[src/rtl/ex_stage_mdu.sv]
// ============================================================================
// ex_stage_mdu
// ----------------------------------------------------------------------------
// Execute stage with ALU, two-level operand forwarding (EX/MEM over WB), the
// EX/MEM pipeline register and an iterative multiply/divide unit that owns the
// HI/LO registers.
//
// Optional feature macro: EX_OVERFLOW_TRAP_EN
//   Defined   : adds registered output ovf. Signed overflow on ADD (funct 32)
//               or SUB (funct 34) sets ovf and squashes m_mem/wb_mem.
//               ADDU/SUBU (33/35) never trap.
//   Undefined : no ovf port; all adds/subtracts wrap silently.
//
// Ports
//   clk, rst_n            clock (rising edge), async active-low reset
//   in_valid              ID/EX holds a real instruction
//   data_1, data_2        register-file operands rs, rt
//   imm                   sign-extended immediate, imm[5:0] = funct
//   rs, rt, rd            register specifiers
//   ex                    [3] RegDst, [2:1] ALU_op, [0] ALUSrc
//   m_ex, wb_ex           MEM / WB control (wb_ex[0] = RegWrite)
//   fwd_data_wb, rd_wb,
//   reg_write_wb          write-back forwarding source
//   stall                 combinational; upstream holds ID/EX while set
//   res, zero             registered result and result==0 flag
//   write_register        registered destination register
//   write_data_ex         registered forwarded rt value (store data)
//   m_mem, wb_mem         registered MEM / WB control
//   mdu_busy              registered; MDU iteration in progress
// ============================================================================
module ex_stage_mdu #(
    parameter int DATA_W         = 32,
    parameter int REG_AW         = 5,
    parameter int MDU_RADIX_BITS = 1
) (
    input  logic              clk,
    input  logic              rst_n,
    input  logic              in_valid,
    input  logic [DATA_W-1:0] data_1,
    input  logic [DATA_W-1:0] data_2,
    input  logic [DATA_W-1:0] imm,
    input  logic [REG_AW-1:0] rs,
    input  logic [REG_AW-1:0] rt,
    input  logic [REG_AW-1:0] rd,
    input  logic [3:0]        ex,
    input  logic [2:0]        m_ex,
    input  logic [1:0]        wb_ex,
    input  logic [DATA_W-1:0] fwd_data_wb,
    input  logic [REG_AW-1:0] rd_wb,
    input  logic              reg_write_wb,
    output logic              stall,
    output logic [DATA_W-1:0] res,
    output logic              zero,
    output logic [REG_AW-1:0] write_register,
    output logic [DATA_W-1:0] write_data_ex,
    output logic [2:0]        m_mem,
    output logic [1:0]        wb_mem,
`ifdef EX_OVERFLOW_TRAP_EN
    output logic              ovf,
`endif
    output logic              mdu_busy
);

    localparam int STEPS = DATA_W / MDU_RADIX_BITS;
    localparam int CW    = $clog2(STEPS);
    localparam logic [CW-1:0]       CNT_LOAD = CW'(STEPS - 1);
    localparam logic [DATA_W-1:0]   ZERO_W   = {DATA_W{1'b0}};
    localparam logic [DATA_W-1:0]   ONES_W   = {DATA_W{1'b1}};
    localparam logic [DATA_W-1:0]   ONE_W    = {{(DATA_W-1){1'b0}}, 1'b1};
    localparam logic [2*DATA_W-1:0] ONE_2W   = {{(2*DATA_W-1){1'b0}}, 1'b1};
    localparam logic [REG_AW-1:0]   ZERO_R   = {REG_AW{1'b0}};

    localparam logic [5:0] F_MFHI  = 6'd16;
    localparam logic [5:0] F_MTHI  = 6'd17;
    localparam logic [5:0] F_MFLO  = 6'd18;
    localparam logic [5:0] F_MTLO  = 6'd19;
    localparam logic [5:0] F_MULT  = 6'd24;
    localparam logic [5:0] F_MULTU = 6'd25;
    localparam logic [5:0] F_DIV   = 6'd26;
    localparam logic [5:0] F_DIVU  = 6'd27;
    localparam logic [5:0] F_ADD   = 6'd32;
    localparam logic [5:0] F_ADDU  = 6'd33;
    localparam logic [5:0] F_SUB   = 6'd34;
    localparam logic [5:0] F_SUBU  = 6'd35;
    localparam logic [5:0] F_AND   = 6'd36;
    localparam logic [5:0] F_OR    = 6'd37;
    localparam logic [5:0] F_NOR   = 6'd39;
    localparam logic [5:0] F_SLT   = 6'd42;
    localparam logic [5:0] F_SLTU  = 6'd43;

    typedef enum logic {S_IDLE = 1'b0, S_RUN = 1'b1} mdu_state_t;

    // MDU state
    mdu_state_t        r_state;
    logic [CW-1:0]     r_cnt;
    logic [DATA_W-1:0] r_acc_hi;     // product high half / partial remainder
    logic [DATA_W-1:0] r_acc_lo;     // multiplier bits / quotient bits
    logic [DATA_W-1:0] r_opnd;       // multiplicand / divisor magnitude
    logic [DATA_W-1:0] r_dividend;   // original dividend, for divide-by-zero
    logic              r_is_div;
    logic              r_neg_q;      // negate product / quotient at commit
    logic              r_neg_r;      // negate remainder at commit
    logic              r_dz;         // divide by zero
    logic [DATA_W-1:0] r_hi;
    logic [DATA_W-1:0] r_lo;

    // Decode and datapath wires
    logic [5:0]        w_funct;
    logic [1:0]        w_alu_op;
    logic              w_rtype;
    logic              w_is_mdu;
    logic              w_is_mf;
    logic              w_is_mt;
    logic              w_accept;
    logic              w_start;
    logic              w_trap;
    logic [DATA_W-1:0] w_fwd_a;
    logic [DATA_W-1:0] w_fwd_b;
    logic [DATA_W-1:0] w_op_b;
    logic [DATA_W-1:0] w_sum;
    logic [DATA_W-1:0] w_diff;
    logic              w_slt;
    logic              w_sltu;
    logic [DATA_W-1:0] w_alu_res;
    logic [REG_AW-1:0] w_dest;
    logic              w_mdu_signed;
    logic              w_a_neg;
    logic              w_b_neg;
    logic [DATA_W-1:0] w_a_mag;
    logic [DATA_W-1:0] w_b_mag;
    logic [DATA_W-1:0] w_step_hi;
    logic [DATA_W-1:0] w_step_lo;
    logic [DATA_W:0]   w_shift;
    logic [DATA_W-1:0] w_sub;
    logic [DATA_W:0]   w_add;
    logic [2*DATA_W-1:0] w_prod;
    logic [2*DATA_W-1:0] w_prod_fin;
    logic [DATA_W-1:0] w_q_fin;
    logic [DATA_W-1:0] w_r_fin;

    assign w_funct  = imm[5:0];
    assign w_alu_op = ex[2:1];
    assign w_rtype  = (w_alu_op == 2'd2);
    assign w_is_mdu = w_rtype && ((w_funct == F_MULT) || (w_funct == F_MULTU) ||
                                  (w_funct == F_DIV)  || (w_funct == F_DIVU));
    assign w_is_mf  = w_rtype && ((w_funct == F_MFHI) || (w_funct == F_MFLO));
    assign w_is_mt  = w_rtype && ((w_funct == F_MTHI) || (w_funct == F_MTLO));

    assign stall    = in_valid & mdu_busy & (w_is_mdu | w_is_mf | w_is_mt);
    assign w_accept = in_valid & ~stall;
    assign w_start  = w_accept & w_is_mdu;

    // EX/MEM result beats the older WB result; register 0 never forwards.
    assign w_fwd_a = (wb_mem[0] && (write_register != ZERO_R) && (write_register == rs)) ? res :
                     (reg_write_wb && (rd_wb != ZERO_R) && (rd_wb == rs)) ? fwd_data_wb : data_1;
    assign w_fwd_b = (wb_mem[0] && (write_register != ZERO_R) && (write_register == rt)) ? res :
                     (reg_write_wb && (rd_wb != ZERO_R) && (rd_wb == rt)) ? fwd_data_wb : data_2;
    assign w_op_b  = ex[0] ? imm : w_fwd_b;
    assign w_dest  = ex[3] ? rd : rt;

    assign w_sum  = w_fwd_a + w_op_b;
    assign w_diff = w_fwd_a - w_op_b;
    assign w_slt  = ($signed(w_fwd_a) < $signed(w_op_b));
    assign w_sltu = (w_fwd_a < w_op_b);

`ifdef EX_OVERFLOW_TRAP_EN
    logic w_ovf_add;
    logic w_ovf_sub;
    assign w_ovf_add = (w_fwd_a[DATA_W-1] == w_op_b[DATA_W-1]) && (w_sum[DATA_W-1]  != w_fwd_a[DATA_W-1]);
    assign w_ovf_sub = (w_fwd_a[DATA_W-1] != w_op_b[DATA_W-1]) && (w_diff[DATA_W-1] != w_fwd_a[DATA_W-1]);
    assign w_trap    = w_rtype && (((w_funct == F_ADD) && w_ovf_add) || ((w_funct == F_SUB) && w_ovf_sub));
`else
    assign w_trap    = 1'b0;
`endif

    // ALU / MF* result selection
    always_comb begin
        w_alu_res = ZERO_W;
        case (w_alu_op)
            2'd0: w_alu_res = w_sum;
            2'd1: w_alu_res = w_diff;
            2'd2: begin
                case (w_funct)
                    F_ADD, F_ADDU: w_alu_res = w_sum;
                    F_SUB, F_SUBU: w_alu_res = w_diff;
                    F_AND:         w_alu_res = w_fwd_a & w_op_b;
                    F_OR:          w_alu_res = w_fwd_a | w_op_b;
                    F_NOR:         w_alu_res = ~(w_fwd_a | w_op_b);
                    F_SLT:         w_alu_res = {{(DATA_W-1){1'b0}}, w_slt};
                    F_SLTU:        w_alu_res = {{(DATA_W-1){1'b0}}, w_sltu};
                    F_MFHI:        w_alu_res = r_hi;
                    F_MFLO:        w_alu_res = r_lo;
                    default:       w_alu_res = ZERO_W;
                endcase
            end
            default: w_alu_res = ZERO_W;
        endcase
    end

    // Operand magnitudes: the MDU works unsigned and fixes signs at commit.
    assign w_mdu_signed = (w_funct == F_MULT) || (w_funct == F_DIV);
    assign w_a_neg = w_mdu_signed & w_fwd_a[DATA_W-1];
    assign w_b_neg = w_mdu_signed & w_fwd_b[DATA_W-1];
    assign w_a_mag = w_a_neg ? (~w_fwd_a + ONE_W) : w_fwd_a;
    assign w_b_mag = w_b_neg ? (~w_fwd_b + ONE_W) : w_fwd_b;

    // One MDU iteration: MDU_RADIX_BITS shift-add or restoring-divide steps
    always_comb begin
        w_step_hi = r_acc_hi;
        w_step_lo = r_acc_lo;
        w_shift   = {(DATA_W+1){1'b0}};
        w_sub     = ZERO_W;
        w_add     = {(DATA_W+1){1'b0}};
        for (int i = 0; i < MDU_RADIX_BITS; i++) begin
            if (r_is_div) begin
                w_shift   = {w_step_hi, w_step_lo[DATA_W-1]};
                // Remainder < divisor, so the low DATA_W bits hold the exact difference.
                w_sub     = w_shift[DATA_W-1:0] - r_opnd;
                w_step_lo = {w_step_lo[DATA_W-2:0], (w_shift >= {1'b0, r_opnd})};
                if (w_shift >= {1'b0, r_opnd}) begin
                    w_step_hi = w_sub;
                end else begin
                    w_step_hi = w_shift[DATA_W-1:0];
                end
            end else begin
                w_add     = {1'b0, w_step_hi} + (w_step_lo[0] ? {1'b0, r_opnd} : {(DATA_W+1){1'b0}});
                w_step_lo = {w_add[0], w_step_lo[DATA_W-1:1]};
                w_step_hi = w_add[DATA_W:1];
            end
        end
    end

    // Sign correction and divide-by-zero override for the final HI/LO values.
    assign w_prod     = {w_step_hi, w_step_lo};
    assign w_prod_fin = r_neg_q ? (~w_prod + ONE_2W) : w_prod;
    assign w_q_fin    = r_dz ? ONES_W     : (r_neg_q ? (~w_step_lo + ONE_W) : w_step_lo);
    assign w_r_fin    = r_dz ? r_dividend : (r_neg_r ? (~w_step_hi + ONE_W) : w_step_hi);

    // MDU control FSM, iteration datapath and HI/LO registers
    always_ff @(posedge clk or negedge rst_n) begin
        if (!rst_n) begin
            r_state    <= S_IDLE;
            r_cnt      <= {CW{1'b0}};
            r_acc_hi   <= ZERO_W;
            r_acc_lo   <= ZERO_W;
            r_opnd     <= ZERO_W;
            r_dividend <= ZERO_W;
            r_is_div   <= 1'b0;
            r_neg_q    <= 1'b0;
            r_neg_r    <= 1'b0;
            r_dz       <= 1'b0;
            r_hi       <= ZERO_W;
            r_lo       <= ZERO_W;
            mdu_busy   <= 1'b0;
        end else begin
            case (r_state)
                S_IDLE: begin
                    if (w_start) begin
                        r_state    <= S_RUN;
                        mdu_busy   <= 1'b1;
                        r_cnt      <= CNT_LOAD;
                        r_is_div   <= w_funct[1];
                        r_acc_hi   <= ZERO_W;
                        r_dividend <= w_fwd_a;
                        r_dz       <= w_funct[1] && (w_fwd_b == ZERO_W);
                        r_neg_q    <= w_a_neg ^ w_b_neg;
                        r_neg_r    <= w_a_neg;
                        if (w_funct[1]) begin
                            r_acc_lo <= w_a_mag;
                            r_opnd   <= w_b_mag;
                        end else begin
                            r_acc_lo <= w_b_mag;
                            r_opnd   <= w_a_mag;
                        end
                    end else if (w_accept && w_is_mt) begin
                        if (w_funct == F_MTHI) begin
                            r_hi <= w_fwd_a;
                        end else begin
                            r_lo <= w_fwd_a;
                        end
                    end else begin
                        r_state <= S_IDLE;
                    end
                end
                S_RUN: begin
                    r_acc_hi <= w_step_hi;
                    r_acc_lo <= w_step_lo;
                    if (r_cnt == {CW{1'b0}}) begin
                        r_state  <= S_IDLE;
                        mdu_busy <= 1'b0;
                        if (r_is_div) begin
                            r_hi <= w_r_fin;
                            r_lo <= w_q_fin;
                        end else begin
                            r_hi <= w_prod_fin[2*DATA_W-1:DATA_W];
                            r_lo <= w_prod_fin[DATA_W-1:0];
                        end
                    end else begin
                        r_cnt <= r_cnt - {{(CW-1){1'b0}}, 1'b1};
                    end
                end
                default: begin
                    r_state  <= S_IDLE;
                    mdu_busy <= 1'b0;
                end
            endcase
        end
    end

    // EX/MEM pipeline register; stalls and invalid slots become bubbles
    always_ff @(posedge clk or negedge rst_n) begin
        if (!rst_n) begin
            res            <= ZERO_W;
            zero           <= 1'b0;
            write_register <= ZERO_R;
            write_data_ex  <= ZERO_W;
            m_mem          <= 3'b000;
            wb_mem         <= 2'b00;
`ifdef EX_OVERFLOW_TRAP_EN
            ovf            <= 1'b0;
`endif
        end else if (w_accept) begin
            res           <= w_alu_res;
            zero          <= (w_alu_res == ZERO_W);
            write_data_ex <= w_fwd_b;
            // MT* writes HI/LO only, so the destination register is left alone.
            if (w_is_mt) begin
                write_register <= write_register;
            end else begin
                write_register <= w_dest;
            end
            if (w_trap) begin
                m_mem  <= 3'b000;
                wb_mem <= 2'b00;
            end else begin
                m_mem  <= m_ex;
                wb_mem <= {wb_ex[1], wb_ex[0] & ~(w_is_mdu | w_is_mt)};
            end
`ifdef EX_OVERFLOW_TRAP_EN
            ovf <= w_trap;
`endif
        end else begin
            res            <= ZERO_W;
            zero           <= 1'b0;
            write_register <= w_dest;
            write_data_ex  <= w_fwd_b;
            m_mem          <= 3'b000;
            wb_mem         <= 2'b00;
`ifdef EX_OVERFLOW_TRAP_EN
            ovf            <= 1'b0;
`endif
        end
    end

endmodule

[config.mk]
export PLATFORM = sky130hd
export DESIGN_NAME = ex_stage_mdu
export DESIGN_NICKNAME = d
export VERILOG_FILES = /design/src/rtl/ex_stage_mdu.sv
export SDC_FILE = /design/constraint.sdc
export NUM_CORES = 1
export LEC_CHECK = 0
export CORE_MARGIN = 1
export CORE_UTILIZATION = 45
export DETAILED_ROUTE_END_ITERATION = 6
export GPL_TIMING_DRIVEN = 0
export MAX_ROUTING_LAYER = met4
export SLEW_MARGIN = 0
export SYNTH_ARGS = -nofsm -noshare
export SYNTH_HDL_FRONTEND = slang
export SYNTH_SLANG_ARGS = --single-unit
[constraint.sdc]
create_clock -name clk -period 8.9 [get_ports clk]
set_input_delay 1.78 -clock clk [delete_from_list [all_inputs] [get_ports clk]]
set_output_delay 1.78 -clock clk [all_outputs]
set_load 0.05 [all_outputs]
==> metrics.txt, run 1 <==
Net Sw Power=4.72 mW; Final Max Slew Viols=2; worst path arrival time=9.36 ns; Cell variety after synth=120; Async SR Flop Fraction=1.00; Final Util=0.537; main combinational cell family by area after synthesis=compound AO/OA/AOI/OAI gates; io pins=238; Clk pwr share=0.182; Yosys reg bits=278; PortBufs=233; Hold Path Origin=r_lo[20]; row count=91; synthesized instance count=3,663; Die W=254 um; die height=254 um; initial core utilization=0.458; maximum VDD drop=0.176 mV; CTS Buf Count=36; Flop pwr share=0.215; max-cap violation count=2; R2R setup slack=0.007 ns; startpoint types=flip-flop; Final Skew=0.0333 ns; Hold Slack=0.478 ns; failing checks=DRC, capacitance limit, slew limit; synthesized area=0.0285 mm2; worst setup path class=reg2reg; capturing point of the worst reg2reg path=r_hi[30]; commonest register cell after synthesis=dfrtp_1; final net count=4,268; setup ws final=0.00713 ns; post-route ant nets=0; vias in the first global route=29,953; largest net degree at the start of global routing=115; Adder-Cell Fraction of Synth Area=0.0757; Finished Layout Cells=4,797; Synth Area in Compound Gates=0.291; power per cell area=276 mW/mm2; Core Footprint=0.0622 mm2; via/cell ratio=6.65; XOR/XNOR Fraction of Synth Area=0.0624; endpoints failing setup=0; Seq/Total Area, Yosys=0.244; internal power=4.50 mW; relative slew slack=-0.0207; top post-synthesis cells by area=dfrtp_1, ha_1, nand2_1; Post-Synth Simple-Gate Area=0.202; n_diodes=0; grt total ovfl=0; sw frac=0.512; Initial DRT Pass Iterations=7; Area Growth Syn to Fin=17.2%; first-pass GRT wire length=208,000 um; Detailed Route Iter0 Violations=4,217; H-tree levels=2; Detailed Place HPWL=117,000 um; # hold bufs at CTS=0; worst r2r src=r_is_div; CTS tree=built; R2R depth=26; CTS Sinks=278; dpl ws=-1.86 ns; Post-Syn Area per Cell=7.78 um2; min-delay worst type=reg2reg; CP Data Required Time=9.37 ns; Remaining DRCs=5; clk slew on worst S/H paths=0.06 ns; crit share post-route=0.999; most common library cells after synthesis=nand2_1, nor2_1, o21ai_0, dfrtp_1, a21oi_1; setup tns final=0 ns; Post-Route WL=146,000 um; Worst Tran Pin Value=1.49 ns; count leader, synth=nand2_1; Syn. warnings=0; via count=31,906; hold depth=2; post-synthesis mux area share=0.0661; Gate power share=0.603; Final Hold Viols=0; CTS root buffer=clkbuf_16; Syn Nets=3,994; clk_lat worst skew=0.60 ns; Total GRT Usage=0.459; Post-synth EDFFs=0; wire per inst=30.4 um; Achievable Freq=112 MHz; status=complete, but fails checks; final period demand of the worst path=8.89 ns; clk buf depth=3; Hold Path End=r_lo[20]; layout cells sized above 1=0.0783; capturing element type of the critical path=flip-flop; die footprint=0.0643 mm2; Lkg Pwr=13.5 nW; Crit Path Max Fanout=10; post-synth top area share=0.244; gp weighted congestion=1.06; Placed Cells=4,735; post-synth top area cell=dfrtp_1; antenna violations before repair=0
==> worst max path at each step <==
stage,from,end,cells after the start,slack [ns]
2_1_floorplan,imm[1],zero,22,1.44
3_3_place_gp,rst_n,write_data_ex[28],1,-6.69
3_5_place_dp,imm[1],zero,24,-1.86
4_1_cts,rd_wb[2],zero,22,0.05
5_1_grt,rd_wb[2],zero,25,-0.002
6_report,r_is_div,r_hi[30],26,0.007
==> routing by layer <==
metal	vias up	global-route usage	wire, um
li1	14016	-	-
met1	15294	0.571	57000
met2	2083	0.682	63300
met3	513	0.0679	13500
met4	0	0.323	12100
met5	-	-	0
==> metrics by stage <==
step	power (mW)	area, um2
floorplan	5.47	28500
global placement	7.31	31900
detailed placement	7.29	31900
CTS	8.99	33300
global route	9.59	33400
finish	9.22	33400
==> area by class of cell <==
type	instances	area, um2
sequential	278	6960
clock inverter	18	313
multi-input combinational	2977	20000
timing repair buffer	239	2420
inverter	166	627
clock buffer	43	987
tap	837	1050
buffer	239	1050
fill	6156	28800
==> flip-flops by register name, indices dropped and copies added, names as in the netlist, 2 cells and up <==
signal / cells
r_cnt: 5
r_acc_hi: 32
write_data_ex: 32
r_lo: 32
m_mem: 3
r_dividend: 32
r_acc_lo: 32
write_register: 5
res: 32
r_hi: 32
wb_mem: 2
r_opnd: 32
==> placed cells by master (no fill, tap or decap), types with 36 or more instances in the layout <==
cell	n
a21o_1	41
a21oi_1	266
a31oi_1	45
and2_1	56
buf_2	37
clkbuf_1	159
clkbuf_16	36
clkdlybuf4s50_1	232
dfrtp_1	278
ha_1	166
inv_1	161
mux2_2	69
mux2i_1	108
nand2_1	414
nand3_1	54
nand4_1	37
nor2_1	288
nor3_1	84
o211ai_1	42
o21ai_0	279
o21ai_1	43
o221ai_1	45
o22ai_1	61
o31ai_1	52
or3_1	36
xnor2_1	132
xor2_1	69
==> repair_timing <==
| action | 4_1_cts | 5_1_grt |
|---|---|---|
| resized for setup | 11 | 22 |
| endpoints found under the setup margin | 20 | 3 |
| buffers inserted | 0 | 4 |
| pin swaps | 0 | 3 |
| gates cloned | 0 | 0 |
==> worst max-delay path, stage by stage (launching register included) <==
cell      delay, ns
dfrtp_1        0.49
buf_2          0.35
buf_4          0.30
buf_2          0.40
buf_2          0.49
buf_2          0.48
buf_2          0.41
buf_2          0.43
buf_2          0.49
buf_2          0.50
buf_2          0.43
clkbuf_1       0.58
nor2_1         0.11
a21oi_1        0.42
inv_1          0.09
ha_1           0.23
o211ai_1       0.13
or3_1          0.25
nor3_1         0.15
nand2_1        0.26
nor2_1         0.06
nand2_1        0.36
nand2_1        0.36
mux2_2         0.36
o32ai_1        0.12
nor3_1         0.16
a221o_1        0.29
==> power by group through the flow <==
stage          combinational, mW  sequential [mW]  clock, mW
2_1_floorplan               3.53             1.94          0
3_3_place_gp                5.33             1.98          0
3_5_place_dp                5.31             1.98          0
4_1_cts                     5.36             1.96       1.67
5_1_grt                     5.86             2.01       1.72
6_report                    5.56             1.99       1.68
==> cells by family after synthesis <==
kind of cell               after synthesis
AOI/OAI and AO/OA                     1246
xor gates and xnor gates               202
adders and majority gates              170
buffers and inverters                  408
DFF                                    278
muxes                                  179
and+or+nand+nor                       1180
Power figures use the tool's default switching activity.
==> run 2, diff against run 1 <==
SKIP_CTS_REPAIR_TIMING = 1   (was not set)
==> run 2 against run 1 <==
  * The flow finishes with violations (DRC)
  * Total power increased by 0.10%
  * Register-to-register slack improved by 0.14 ns
  * Sequential cell count unchanged
  * Utilization about the same
  * Critical path depth unchanged
  * Global-route usage about the same
==> metrics.txt, run 2 (synthesis gave the netlist of run 1 again) <==
row count=91; RSZ-0062 raised after global routing=false; Area Growth Syn to Fin=17.3%; largest net degree at the start of global routing=115; layout cells sized above 1=0.0792; die footprint=0.0643 mm2; initial core utilization=0.458; CTS root buffer=clkbuf_16; final net count=4,271; status=complete, but fails checks; io pins=238; PortBufs=233; Detailed Route Iter0 Violations=4,283; max-cap violation count=0; Final Skew=0.0375 ns; sw frac=0.512; Hold Slack=0.479 ns; setup tns final=0 ns; Die W=254 um; vias in the first global route=30,028; Detailed Place HPWL=117,000 um; relative slew slack=0.0348; first-pass GRT wire length=208,000 um; Hold Path Origin=r_lo[20]; Net Sw Power=4.73 mW; CTS Sinks=278; worst r2r src=r_is_div; Flop pwr share=0.215; post-route ant nets=0; CP Data Required Time=9.37 ns; Achievable Freq=114 MHz; grt total ovfl=0; worst path arrival time=9.23 ns; via count=31,998; R2R setup slack=0.14 ns; commonest non-fill, non-tap cell in the layout=nand2_1; min-delay worst type=reg2reg; gp weighted congestion=1.06; clk buf depth=3; clk slew on worst S/H paths=0.06 ns; via/cell ratio=6.67; commonest cells after routing, fill and taps aside=nand2_1, nor2_1, o21ai_0, dfrtp_1, a21oi_1; Final Hold Viols=0; Final Max Slew Viols=0; Crit Path Max Fanout=10; wire per inst=30.4 um; failing checks=DRC; Remaining DRCs=4; CTS Buf Count=36; Placed Cells=4,735; capturing element type of the critical path=flip-flop; R2R depth=26; crit share post-route=0.984; hold depth=2; Core Footprint=0.0622 mm2; worst setup path class=reg2reg; Lkg Pwr=13.5 nW; Total GRT Usage=0.459; Initial DRT Pass Iterations=7; H-tree levels=2; capturing point of the worst reg2reg path=r_hi[30]; antenna violations before repair=0; Post-Route WL=146,000 um; power per cell area=276 mW/mm2; Hold Path End=r_lo[20]; endpoints failing setup=0; Worst Tran Pin Value=1.44 ns; Finished Layout Cells=4,800; Fillers=6,153; die height=254 um; maximum VDD drop=0.177 mV; Gate power share=0.603; clk_lat worst skew=0.61 ns; startpoint types=flip-flop; CTS tree=built; final period demand of the worst path=8.76 ns; Clk pwr share=0.182; n_diodes=0; internal power=4.50 mW
-- run 2: power groups by stage --
stage	clock, mW	sequential [mW]	combinational [mW]
finish	1.68	1.99	5.56
global route	1.72	2.01	5.86
CTS	1.67	1.96	5.36
detailed placement	0	1.98	5.31
global placement	0	1.98	5.33
floorplan	0	1.94	3.53
-- run 2: cell type report --
type	instances	area, um2	share of cell area
Buffer	239	1050	0.0314
Clock buffer	43	987	0.0295
Clock inverter	18	313	0.00936
Inverter	166	627	0.0188
Multi-Input combinational cell	2977	20000	0.598
Sequential cell	278	6960	0.208
Tap cell	837	1050	0.0313
Timing Repair Buffer	242	2450	0.0733
-- run 2: worst max-delay path, cell delays in order (launching register included) --
cell      delay [ns]
dfrtp_1         0.50
buf_2           0.37
buf_4           0.30
buf_2           0.40
buf_2           0.49
buf_2           0.48
buf_2           0.40
buf_2           0.43
buf_2           0.48
buf_2           0.50
buf_2           0.44
clkbuf_1        0.58
nor2_1          0.11
a21oi_1         0.40
inv_1           0.09
ha_1            0.23
o211ai_1        0.13
or3_1           0.26
nor3_2          0.12
nand2_1         0.24
nor2_1          0.06
nand2_1         0.33
nand2_1         0.33
mux2_2          0.35
o32ai_1         0.12
nor3_1          0.15
a221o_1         0.29
-- run 2: how the worst max path moves through the flow --
stage                              endpoint  cells after the start  slack, ns  startpoint
after floorplan                        zero                     22       1.44      imm[1]
after CTS                              zero                     24      -1.34      imm[1]
after global routing                   zero                     26       0.02    rd_wb[0]
after detailed placement               zero                     24      -1.86      imm[1]
after global placement    write_data_ex[28]                      1      -6.69       rst_n
final                              r_hi[30]                     26       0.14    r_is_div
-- run 2: stage by stage --
step                utilization  worst slack (ns)  total power, mW  cell area (um2)
finish                    0.538             0.144             9.23            33400
global route              0.538            0.0199             9.59            33400
global placement          0.513             -6.69             7.31            31900
CTS                       0.535             -1.34             8.99            33200
floorplan                     -              1.44             5.47            28500
detailed placement        0.514             -1.86             7.29            31900
-- run 2: per-layer routing --
metal	global-route usage	wire, um	vias to the layer above
met5	-	0	-
met1	0.566	56700	15455
met2	0.683	63700	2017
li1	-	-	14038
met3	0.0746	13800	488
met4	0.325	11800	0
